**config.mk**
```make
export PLATFORM = sky130hd
export DESIGN_NAME = cpu_trace_fifo
export DESIGN_NICKNAME = d
export VERILOG_FILES = /design/src/rtl/cpu_trace_fifo.sv
export SDC_FILE = /design/constraint.sdc
export NUM_CORES = 1
export LEC_CHECK = 0
export ABC_CLOCK_PERIOD_IN_PS = 39900
export BUFFER_PORTS_ARGS = -buffer_cell sky130_fd_sc_hd__buf_2
export CAP_MARGIN = 20
export CORE_ASPECT_RATIO = 1.25
export CORE_UTILIZATION = 25
export DETAILED_ROUTE_END_ITERATION = 10
export GPL_ROUTABILITY_DRIVEN = 0
export GPL_TIMING_DRIVEN = 0
export HOLD_SLACK_MARGIN = 0.03
export PLACE_DENSITY = 0.49
export SKIP_CTS_REPAIR_TIMING = 1
export SLEW_MARGIN = 20
export SYNTH_ARGS = -nofsm -noshare
export SYNTH_HDL_FRONTEND = slang
export SYNTH_SLANG_ARGS = --single-unit
```
**constraint.sdc**
```tcl
create_clock -name clk -period 39.9 [get_ports clk]
set_input_delay 9.975 -clock clk [delete_from_list [all_inputs] [get_ports clk]]
set_output_delay 9.975 -clock clk [all_outputs]
set_load 0.01 [all_outputs]
```
**src/rtl/cpu_trace_fifo.sv**
```systemverilog
// Execution-trace buffer for the single-cycle CPU: samples {pc, inst, aluout, memout}
// into a circular buffer (optionally from a trigger PC) and drains it FWFT over valid/ready.
module cpu_trace_fifo #(
    parameter int DEPTH = 16,
    parameter int AW    = 4
) (
    input  logic          clk,
    input  logic          clrn,
    input  logic          cap_en,
    input  logic          trig_en,
    input  logic [31:0]   trig_pc,
    input  logic [31:0]   pc,
    input  logic [31:0]   inst,
    input  logic [31:0]   aluout,
    input  logic [31:0]   memout,
    output logic          rd_valid,
    input  logic          rd_ready,
    output logic [31:0]   rd_pc,
    output logic [31:0]   rd_inst,
    output logic [31:0]   rd_alu,
    output logic [31:0]   rd_mem,
    output logic [AW:0]   count,
    output logic          full,
    output logic          empty,
    output logic          overflow,
    output logic [15:0]   dropped,
    output logic [1:0]    state
);

    typedef enum logic [1:0] {
        ST_IDLE    = 2'b00,
        ST_ARMED   = 2'b01,
        ST_CAPTURE = 2'b10
    } state_t;

    localparam logic [AW:0] C_FULL = (AW + 1)'(DEPTH);

    state_t        r_state;
    state_t        w_state_nxt;
    logic [127:0]  r_mem [DEPTH];
    logic [AW-1:0] r_wr_ptr;
    logic [AW-1:0] r_rd_ptr;
    logic [AW:0]   r_count;
    logic          r_overflow;
    logic [15:0]   r_dropped;
    logic          w_capture;
    logic          w_push;
    logic          w_pop;
    logic          w_drop;
    logic [127:0]  w_head;

    // NOTE: every signal written here gets a default first so no latch is inferred.
    always_comb begin
        w_state_nxt = ST_IDLE;
        w_capture   = 1'b0;
        case (r_state)
            ST_IDLE: begin
                w_state_nxt = cap_en ? ST_ARMED : ST_IDLE;
            end
            ST_ARMED: begin
                if (!cap_en) begin
                    w_state_nxt = ST_IDLE;
                end else if (!trig_en || (pc == trig_pc)) begin
                    w_state_nxt = ST_CAPTURE;
                    w_capture   = 1'b1;
                end else begin
                    w_state_nxt = ST_ARMED;
                end
            end
            ST_CAPTURE: begin
                w_state_nxt = cap_en ? ST_CAPTURE : ST_IDLE;
                w_capture   = cap_en;
            end
            default: w_state_nxt = ST_IDLE;
        endcase
    end

    assign w_pop  = !empty && rd_ready;
    assign w_push = w_capture && (!full || w_pop);
    assign w_drop = w_capture && full && !w_pop;

    // NOTE: the sample array has no reset; occupancy is tracked by the pointers and count.
    always_ff @(posedge clk) begin
        if (w_push) begin
            r_mem[r_wr_ptr] <= {pc, inst, aluout, memout};
        end
    end

    // NOTE: sequential state uses non-blocking assignments only.
    always_ff @(posedge clk) begin
        if (clrn) begin
            r_state    <= ST_IDLE;
            r_wr_ptr   <= '0;
            r_rd_ptr   <= '0;
            r_count    <= '0;
            r_overflow <= 1'b0;
            r_dropped  <= '0;
        end else begin
            r_state <= w_state_nxt;
            if (w_push) begin
                r_wr_ptr <= r_wr_ptr + AW'(1);
            end
            if (w_pop) begin
                r_rd_ptr <= r_rd_ptr + AW'(1);
            end
            if (w_push && !w_pop) begin
                r_count <= r_count + (AW + 1)'(1);
            end else if (w_pop && !w_push) begin
                r_count <= r_count - (AW + 1)'(1);
            end
            if (w_drop) begin
                r_overflow <= 1'b1;
                if (r_dropped != 16'hFFFF) begin
                    r_dropped <= r_dropped + 16'd1;
                end
            end
        end
    end

    // First-word-fall-through: the head entry is visible without a read cycle.
    assign w_head   = r_mem[r_rd_ptr];
    assign rd_pc    = w_head[127:96];
    assign rd_inst  = w_head[95:64];
    assign rd_alu   = w_head[63:32];
    assign rd_mem   = w_head[31:0];

    assign count    = r_count;
    assign full     = (r_count == C_FULL);
    assign empty    = (r_count == '0);
    assign rd_valid = !empty;
    assign overflow = r_overflow;
    assign dropped  = r_dropped;
    assign state    = r_state;

endmodule

```
==> flow_metrics.env <==
export IMPL_synth_compound_area_frac=0.00485
export IMPL_die_h_um=630
export IMPL_synthSimpleGateAreaFrac=0.00922
export IMPL_finalSetupViolCount=0
export IMPL_syn_inst=3136
export IMPL_peakVddDrop_mv=0.0322
export IMPL_num_rows=230
export IMPL_num_vias=36700
export IMPL_cts_root_buf="clkbuf_16"
export IMPL_dp_cells=7835
export IMPL_leakage_nw=28.9
export IMPL_synth_edf_count=2048
export IMPL_relSlewSlack=0.260
export IMPL_syn_area_um2=78900
export IMPL_cp_max_fo=10
export IMPL_ios=320
export IMPL_grt_start_max_net_pins=32
export IMPL_synthToLayoutAreaGrowth_pct=19.8
export IMPL_dpl_hpwl_um=149000
export IMPL_synth_async_sr_flop_share=0
export IMPL_post_drt_via_cell_ratio=4.47
export IMPL_cp_data_required_time_ns=29.92
export IMPL_slew_violations=0
export IMPL_core_area_um2=314000
export IMPL_route_detailed_drc=0
export IMPL_portBuffers=318
export IMPL_syn_nets=3316
export IMPL_skew_ns=0.0642
export IMPL_yosysWarnings=0
export IMPL_synth_most_common_cell="edfxtp_1"
export IMPL_postSynthAreaPerCell_um2=25.2
export IMPL_wire_per_inst_um=27.5
export IMPL_status="complete, no violations"
export IMPL_insertion_delay_ns=0.90
export IMPL_rsz0062_at_grt="no"
export IMPL_final_core_util=0.301
export IMPL_startpoint_type="flop"
export IMPL_synth_top_family_by_area="multiplexers"
export IMPL_post_route_period_util=0.366
export IMPL_cts_sinks=2084
export IMPL_yosys_top_cells_area="edfxtp_1 78%, mux4_2 18%, dfxtp_1 0.91%"
export IMPL_yosys_area_share_adder=0.00247
export IMPL_hold_viol_final=0
export IMPL_worst_pin_slew_ns=1.11
export IMPL_grt_pass1_wl_um=312000
export IMPL_finalPower_mw=5.32
export IMPL_synth_top_area_cell="edfxtp_1"
export IMPL_initial_core_util=0.251
export IMPL_initialDrtViolationCount=2760
export IMPL_clkSlewWorstSetupHoldPaths_ns=0.06
export IMPL_dpl_cell_area_um2=88300
export IMPL_ant_nets=0
export IMPL_ys_flop_type="edfxtp_1"
export IMPL_ys_types=46
export IMPL_synth_commonest_cells="2048 x edfxtp_1, 630 x mux4_2, 81 x clkbuf_1, 50 x buf_2, 37 x xor2_1"
export IMPL_finalWirelength_um=226000
export IMPL_grt_overflow=0
export IMPL_clockBufferDepth=4
export IMPL_cts_tree="done"
export IMPL_crit_type="reg -> out"
export IMPL_htreeDepth=4
export IMPL_fin_crit_ns=14.58
export IMPL_nNetsFinal=4048
export IMPL_synth_top_area_share=0.779
export IMPL_cp_data_arrival_time_ns=4.61
export IMPL_finalNonFillerCells=8215
export IMPL_critPathCaptureType="output port"
export IMPL_synth_seq_cells=2084
export IMPL_maxCapViolCount=0
export IMPL_dieWidth_um=505
export IMPL_min_delay_path_class="reg -> reg"
export IMPL_dr_pass1_iters=5
export IMPL_clock_fmax_mhz=68.6
export IMPL_grtUsageTotal=0.140
export IMPL_synth_xor_area_share=0.00455
export IMPL_muxShareOfSynthArea=0.182
export IMPL_final_area_um2=94500
export IMPL_ys_seq_area_frac=0.788
export IMPL_p_per_area_nw_per_um2=56.3
export IMPL_numCtsBuffers=207
export IMPL_antenna_found_initial=59
export IMPL_first_global_vias=39100
export IMPL_dieArea_um2=318000
export IMPL_drive_above_1_share=0.381
## layer usage
layer | vias to the layer above | GRT usage | share of wire
li1 | 15100 | - | -
met1 | 20100 | 0.178 | 0.41
met2 | 1042 | 0.240 | 0.50
met3 | 367 | 0.0282 | 0.058
met4 | 26 | 0.0424 | 0.031
met5 | - | 0 | 0.00059
## worst max-delay path, stage by stage (launching register included)
cell,delay [ns]
dfxtp_1,0.30
buf_2,0.37
buf_2,0.62
clkbuf_1,0.58
clkbuf_1,0.71
a211oi_1,0.21
a21oi_1,0.67
buf_2,0.27
## report_power, final
group	total [mW]	internal [mW]	switching [mW]
clock	1.85	1.03	0.822
sequential	2.41	2.41	0.00482
combinational	1.06	0.497	0.564
total	5.32	3.93	1.39
## sequential cells by signal (all words and copies together), names as in the netlist, named ones only
register and cells:
r_mem 2048, dropped 16, count 5, r_rd_ptr 4, r_wr_ptr 4, state 2, overflow 1
## layout make-up
type	instances	area (um^2)
sequential	2084	62200
buffer	157	696
clock buffer	266	5510
clock inverter	99	734
timing repair buffer	523	3940
antenna	15	37.5
inverter	11	41.3
multi-input combinational	884	16100
fill	30200	219000
tap	4176	5230
## cell families after synthesis
family | Yosys count
DFF | 2084
muxes | 646
buffers and inverters | 168
and+or+nand+nor | 119
AOI/OAI and AO/OA | 63
xor gates and xnor gates | 41
adders and majority gates | 15
## cell usage in the layout, fill, tap and decap left out, types with 5 or more instances in the layout
cell	netlist	routed
a211oi_1	10	10
a21oi_1	30	30
and3_4	0	12
buf_1	25	15
buf_12	0	16
buf_16	0	42
buf_2	50	478
buf_4	0	42
bufinv_16	0	9
clkbuf_1	81	116
clkbuf_16	0	212
clkbuf_2	0	20
clkinv_1	0	45
clkinv_2	0	31
clkinvlp_4	0	5
dfxtp_1	36	36
diode_2	0	15
edfxtp_1	2048	2048
ha_1	14	14
inv_1	11	11
mux2i_1	13	13
mux4_2	630	630
nand2_1	10	10
nand3_1	10	10
nand4_1	6	6
nor2_1	22	22
nor2b_1	15	15
nor4_1	8	6
nor4_2	5	7
o21ai_0	8	8
o31ai_1	6	6
or3_1	6	6
or4_1	6	6
xor2_1	37	33
## worst paths after layout
kind / startpoint / end / slack [ns] / cells past startpoint
worst max-delay path: flop / rd_alu[7] / 25.32 / 7
worst min-delay path: overflow / overflow / 0.48 / 1
worst max register to register: count[0] / r_mem[1][61] / 35.39 / 15
worst min register to register: overflow / overflow / 0.48 / 1
## per-stage QoR
stage / setup TNS (ns) / worst slack (ns) / hold slack (ns)
finish: 0 / 25.32 / 0.485
global route: 0 / 25.10 / 0.508
CTS: 0 / 25.10 / 0.486
detailed placement: 0 / 24.48 / 0.471
global placement: -4982.10 / -10.59 / 0.465
floorplan: 0 / 14.78 / 0.468
Power figures use the tool's default switching activity.
